### src/rtl/pipe_stage_skid_if.sv
// Handshake bundle for pipe_stage_skid: upstream/downstream valid-ready pairs,
// payloads, flush control and status. slave = the stage, master = its environment.
interface pipe_stage_skid_if #(
    parameter int DATA_W = 32,
    parameter int CNT_W  = 8
);
    logic              flush_i;
    logic              up_valid_i;
    logic              up_ready_o;
    logic [DATA_W-1:0] up_data_i;
    logic              dn_valid_o;
    logic              dn_ready_i;
    logic [DATA_W-1:0] dn_data_o;
    logic [1:0]        occupancy_o;
    logic [CNT_W-1:0]  flush_drop_cnt_o;

    modport slave (
        input  flush_i, up_valid_i, up_data_i, dn_ready_i,
        output up_ready_o, dn_valid_o, dn_data_o, occupancy_o, flush_drop_cnt_o
    );

    modport master (
        output flush_i, up_valid_i, up_data_i, dn_ready_i,
        input  up_ready_o, dn_valid_o, dn_data_o, occupancy_o, flush_drop_cnt_o
    );
endinterface

### src/rtl/pipe_stage_skid.sv
// Two-entry skid-buffered pipeline register with registered up_ready, synchronous
// flush and a saturating count of entries discarded by flushes.
module pipe_stage_skid #(
    parameter int DATA_W         = 32,
    parameter int CLEAR_ON_FLUSH = 1,
    parameter int CNT_W          = 8
) (
    input  logic              clk_i,
    input  logic              rst_n_i,
    pipe_stage_skid_if.slave  bus
);
    // Encoding chosen so dn_valid is bit 0 and ~up_ready is bit 1 of the state flop.
    typedef enum logic [1:0] {
        EMPTY = 2'b00,
        ONE   = 2'b01,
        FULL  = 2'b11
    } state_e;

    state_e            state_q, state_d;
    logic [DATA_W-1:0] main_q, main_d;
    logic [DATA_W-1:0] skid_q, skid_d;
    logic [CNT_W-1:0]  cnt_q, cnt_d;
    logic [CNT_W+1:0]  cnt_sum;
    logic [1:0]        dropped;
    logic              up_ready, dn_valid, up_fire, dn_fire;

    assign up_fire = bus.up_valid_i & up_ready;
    assign dn_fire = dn_valid & bus.dn_ready_i;

    always_ff @(posedge clk_i or negedge rst_n_i) begin
        if (!rst_n_i) begin
            state_q <= EMPTY;
            main_q  <= '0;
            skid_q  <= '0;
        end else begin
            state_q <= state_d;
            main_q  <= main_d;
            skid_q  <= skid_d;
        end
    end

    always_comb begin
        state_d = state_q;
        main_d  = main_q;
        skid_d  = skid_q;
        if (bus.flush_i) begin
            state_d = EMPTY;
            if (CLEAR_ON_FLUSH != 0) begin
                main_d = '0;
                skid_d = '0;
            end
        end else begin
            case (state_q)
                EMPTY: begin
                    if (up_fire) begin
                        main_d  = bus.up_data_i;
                        state_d = ONE;
                    end
                end
                ONE: begin
                    if (up_fire && dn_fire) begin
                        main_d = bus.up_data_i;
                    end else if (up_fire) begin
                        skid_d  = bus.up_data_i;
                        state_d = FULL;
                    end else if (dn_fire) begin
                        state_d = EMPTY;
                    end
                end
                FULL: begin
                    if (dn_fire) begin
                        main_d  = skid_q;
                        state_d = ONE;
                    end
                end
                default: state_d = EMPTY;
            endcase
        end
    end

    always_comb begin
        dn_valid        = state_q[0];
        up_ready        = ~state_q[1];
        bus.dn_valid_o  = dn_valid;
        bus.up_ready_o  = up_ready;
        bus.dn_data_o   = main_q;
        bus.occupancy_o = {state_q[1], state_q[0] & ~state_q[1]};
    end

    // A main entry leaving via dn_fire during a flush counts as delivered, not dropped.
    always_comb begin
        dropped = 2'(dn_valid & ~bus.dn_ready_i) + 2'(state_q[1]) + 2'(up_fire);
        cnt_sum = {2'b00, cnt_q} + (CNT_W+2)'(dropped);
        cnt_d   = (cnt_sum > {2'b00, {CNT_W{1'b1}}}) ? {CNT_W{1'b1}} : cnt_sum[CNT_W-1:0];
    end

    always_ff @(posedge clk_i or negedge rst_n_i) begin
        if (!rst_n_i)         cnt_q <= '0;
        else if (bus.flush_i) cnt_q <= cnt_d;
    end

    assign bus.flush_drop_cnt_o = cnt_q;
endmodule
### src/flat_wrapper.sv
// flat-port wrapper written by rule: the top's interface ports become plain ports
module pipe_stage_skid_flat 
#(
    parameter int DATA_W         = 32,
    parameter int CLEAR_ON_FLUSH = 1,
    parameter int CNT_W          = 8
)
  (clk_i, rst_n_i, bus_flush_i, bus_up_valid_i, bus_up_data_i, bus_dn_ready_i, bus_up_ready_o, bus_dn_valid_o, bus_dn_data_o, bus_occupancy_o, bus_flush_drop_cnt_o);
  pipe_stage_skid_if #(.DATA_W(DATA_W), .CNT_W(CNT_W)) bus_i ();
  input  logic clk_i;
  input  logic rst_n_i;
  input wire logic [$bits(bus_i.flush_i)-1:0] bus_flush_i;
  input wire logic [$bits(bus_i.up_valid_i)-1:0] bus_up_valid_i;
  input wire logic [$bits(bus_i.up_data_i)-1:0] bus_up_data_i;
  input wire logic [$bits(bus_i.dn_ready_i)-1:0] bus_dn_ready_i;
  output wire logic [$bits(bus_i.up_ready_o)-1:0] bus_up_ready_o;
  output wire logic [$bits(bus_i.dn_valid_o)-1:0] bus_dn_valid_o;
  output wire logic [$bits(bus_i.dn_data_o)-1:0] bus_dn_data_o;
  output wire logic [$bits(bus_i.occupancy_o)-1:0] bus_occupancy_o;
  output wire logic [$bits(bus_i.flush_drop_cnt_o)-1:0] bus_flush_drop_cnt_o;
  assign bus_i.flush_i = bus_flush_i;
  assign bus_i.up_valid_i = bus_up_valid_i;
  assign bus_i.up_data_i = bus_up_data_i;
  assign bus_i.dn_ready_i = bus_dn_ready_i;
  assign bus_up_ready_o = bus_i.up_ready_o;
  assign bus_dn_valid_o = bus_i.dn_valid_o;
  assign bus_dn_data_o = bus_i.dn_data_o;
  assign bus_occupancy_o = bus_i.occupancy_o;
  assign bus_flush_drop_cnt_o = bus_i.flush_drop_cnt_o;
  pipe_stage_skid #(.DATA_W(DATA_W), .CLEAR_ON_FLUSH(CLEAR_ON_FLUSH), .CNT_W(CNT_W)) u_core (.clk_i(clk_i), .rst_n_i(rst_n_i), .bus(bus_i));
endmodule
### config.mk
export PLATFORM = sky130hd
export DESIGN_NAME = pipe_stage_skid_flat
export DESIGN_NICKNAME = d
export VERILOG_FILES = /design/src/rtl/pipe_stage_skid_if.sv /design/src/rtl/pipe_stage_skid.sv /design/src/flat_wrapper.sv
export SDC_FILE = /design/constraint.sdc
export NUM_CORES = 1
export LEC_CHECK = 0
export ABC_AREA = 1
export BUFFER_PORTS_ARGS = -buffer_cell sky130_fd_sc_hd__buf_2
export CORE_ASPECT_RATIO = 0.5
export CORE_MARGIN = 1.5
export CORE_UTILIZATION = 57
export CTS_BUF_LIST = sky130_fd_sc_hd__clkbuf_8
export DETAILED_ROUTE_END_ITERATION = 8
export PLACE_DENSITY = 0.82
export SETUP_SLACK_MARGIN = 0.4
export SYNTH_ARGS = -nofsm -noshare
export SYNTH_HDL_FRONTEND = slang
export SYNTH_SLANG_ARGS = --single-unit
### constraint.sdc
create_clock -name clk_i -period 2.9 [get_ports clk_i]
set_clock_uncertainty 0.1 [all_clocks]
set_input_delay 0.58 -clock clk_i [delete_from_list [all_inputs] [get_ports clk_i]]
set_output_delay 0.58 -clock clk_i [all_outputs]
set_load 0.005 [all_outputs]
==> summary.md <==
| Metric | Value |
|---|---|
| Synth area leader | `dfrtp_1` |
| Synth area leaders | `dfrtp_1 (45%), nand2_1 (13%), nand3_1 (9.1%), inv_1 (4.4%), nor2_1 (3.8%)` |
| Final instance area | `4748 µm²` |
| Synthesis-stage register bit count | `74` |
| Synth top area share | `0.4479` |
| Mapped Nets | `566` |
| Root Driver | `clkbuf_8` |
| Area of the multi-input gates | `1892 µm²` |
| Min-delay worst type | `primary input to asynchronous set/reset pin` |
| Worst Path Required | `3.09 ns` |
| # setup viols final | `0` |
| WL per Instance | `13.66 µm` |
| Post-synthesis sequential area ratio | `0.4479` |
| RSZ-0062 raised after global routing | `yes` |
| Cells along the critical path | `inv_2 > or2_4 > fa_1 > inv_1 > ha_2 > inv_2 > fa_2 > nor2_4 > nand2_2 > nor2_4 > nand3_4 > nand3_2` |
| Hold-fix buffers, CTS | `0` |
| Fmax | `412.4 MHz` |
| DIE AREA | `7804 µm²` |
| Post-route core utilization | `0.6924` |
| Antenna-violating nets left | `0` |
| Fin cells | `687` |
| I/O Pins | `81` |
| Worst skew pair latency | `0.35 ns` |
| Setup TNS | `0 ns` |
| Yosys Warn Count | `0` |
| Die Height | `63.22 µm` |
| Hold Slack | `0.2446 ns` |
| Crit path DAT | `2.61 ns` |
| Critical path fanouts, max | `7` |
| FFs w/ async S/R, synth | `1.000` |
| Synth top cells by count | `nand2_1 (146), nand3_1 (75), dfrtp_1 (74)` |
| Worst slew pin tran | `0.9317 ns` |
| Max-cap violations | `0` |
| Post-Syn Area per Cell | `7.935 µm²` |
| WL final | `9381 µm` |
| Leak | `2.766 nW` |
| PwrDens | `791.9 nW/µm²` |
| Initial DRC count | `359` |
| CP Class | `flip-flop to flip-flop` |
| CTS Sinks | `74` |
| DIE WIDTH | `123.4 µm` |
| CP startpoint kind | `flip-flop` |
| Worst VDD drop | `400.3 µV` |
| Vias | `3608` |
| Cell count after synthesis | `521` |
| Placed cell count | `669` |
| Outcome | `finished, final reports clean` |
| Initial Utilization | `0.6028` |
| Clock transition at path regs | `0.08 ns` |
| Final Hold Violating Endpoints | `0` |
| Fin. max-slew vios | `0` |
| Worst Reg-to-Reg Cells | `12` |
| Fill cells | `581` |
| Largest net degree at the start of global routing | `75` |
| Pre-Repair DR Iteration Count | `5` |
| Post-DP HPWL | `6037 µm` |
| Fraction of layout instances using a drive strength above 1 | `0.2538` |
| Reg area | `1854 µm²` |
| Dpl cell area | `4508 µm²` |
| Tcrit/Tclk final | `0.8361` |
| Htree depth | `3` |
| Biggest cell delay along the critical path | `0.44 ns` |
| Mapped cell area | `4134 µm²` |
| Remaining global-route overflow | `0` |
| First-pass GRT wire length | `15720 µm` |
| Area grow syn2layout | `14.86%` |
| Primary FF master, synth | `dfrtp_1` |
| GPL Wtd Cong | `0.9057` |
| CTS buffer count | `9` |
| PortBufs | `80` |
| Library cells used by synthesis | `27` |
| R2r setup slk | `0.48 ns` |
| Critical Path End Type | `flip-flop` |
| Post-route DRC | `0` |
| Core Rows | `21` |
| R2r endpoint | `u_core.bus.flush_drop_cnt_o[0]` |
| Fin nets | `636` |
| Diode count | `0` |
| Initial antenna violation count | `0` |
| Slew Limit Headroom | `0.3788` |
| CTS tree | `yes` |
| Most frequent cell after synthesis | `nand2_1` |
| CP max stage cell | `fa_1` |
| Post-synth EDFFs | `0` |
| Longest Clk Path Bufs | `2` |
| Critical R2R Launch | `u_core.state_q[0]` |
| Vias per cell | `5.252` |
| Vias in the first global route | `3363` |
| Core area | `6858 µm²` |
| Final Critical Period | `2.425 ns` |
| GRT Overall Usage | `0.2587` |
layout make-up:
| type | count | area share |
|---|---|---|
| clock buffer | 13 | 0.03768 |
| inverter | 53 | 0.04295 |
| timing repair buffer | 92 | 0.1038 |
| clock inverter | 2 | 0.002372 |
| multi-input combinational | 361 | 0.3984 |
| tap | 92 | 0.02424 |
| sequential | 74 | 0.3905 |
sequential cells by signal, summed over array words and instances (netlist names):
signal and count:
u_core.skid_q 32, u_core.bus.dn_data_o 32, u_core.state_q 2, u_core.bus.flush_drop_cnt_o 8
how the worst max path moves through the flow:
stage                      startpoint  cells past startpoint                        endpoint  slack (ns)
finish              u_core.state_q[0]                     12  u_core.bus.flush_drop_cnt_o[0]        0.48
global route        u_core.state_q[0]                     12  u_core.bus.flush_drop_cnt_o[5]        0.36
CTS                 u_core.state_q[0]                     12  u_core.bus.flush_drop_cnt_o[0]        0.40
detailed placement     bus_dn_ready_i                     12  u_core.bus.flush_drop_cnt_o[5]        0.13
global placement       bus_dn_ready_i                     12  u_core.bus.flush_drop_cnt_o[5]        0.14
floorplan              bus_dn_ready_i                     11  u_core.bus.flush_drop_cnt_o[5]        0.37
logic make-up after synthesis:
kind of cell / Yosys count / share of synthesized area
buffers and inverters: 86 / 0.1011
xor gates and xnor gates: 3 / 0.006357
DFF: 74 / 0.4479
and+or+nand+nor: 282 / 0.3024
adders and majority gates: 8 / 0.02784
AOI/OAI and AO/OA: 68 / 0.1144
layer usage:
layer / GRT usage / wire length (µm)
met5: 0 / 0
met2: 0.4125 / 4293
met1: 0.3543 / 4298
met4: 0.08333 / 148
met3: 0.05525 / 640
cells in the final DEF (no fill, tap or decap), types with 4 or more instances in the layout:
cell,instances
buf_2,79
inv_2,5
o21bai_2,14
ha_1,5
buf_4,13
o21ai_0,22
nand2_1,145
inv_1,48
nand2_2,4
nand3_1,74
nor2_4,5
o21bai_1,18
nor2_1,42
dfrtp_1,72
clkbuf_8,13
a21oi_1,14
worst max-delay path, delay by kind of cell, from the launching register on:
kind          cells  cell delay, ns
fa+ha+maj         3            0.96
buf+inv           3            0.16
simple gates      6            0.77
flops             1            0.37
where the power goes:
group	switching (W)	total, W	internal (W)
logic	0.000865	0.00148	0.000613
clock network	0.000374	0.000771	0.000397
registers	0.000183	0.00151	0.00133
through the flow:
| stage | power (W) | setup WS, ns |
|---|---|---|
| after CTS | 0.003767 | 0.4043 |
| after detailed placement | 0.002968 | 0.1348 |
| after global placement | 0.002935 | 0.1376 |
| after global routing | 0.004057 | 0.3589 |
| after floorplan | 0.002542 | 0.3743 |
| final | 0.003760 | 0.4753 |
timing repair:
item,4_1_cts,5_1_grt
buffers inserted,2,1
gates resized for setup,3,6
endpoints found under the hold margin,0,0
endpoints found under the setup margin,8,7
pin swaps,0,3
Power figures use the tool's default switching activity.
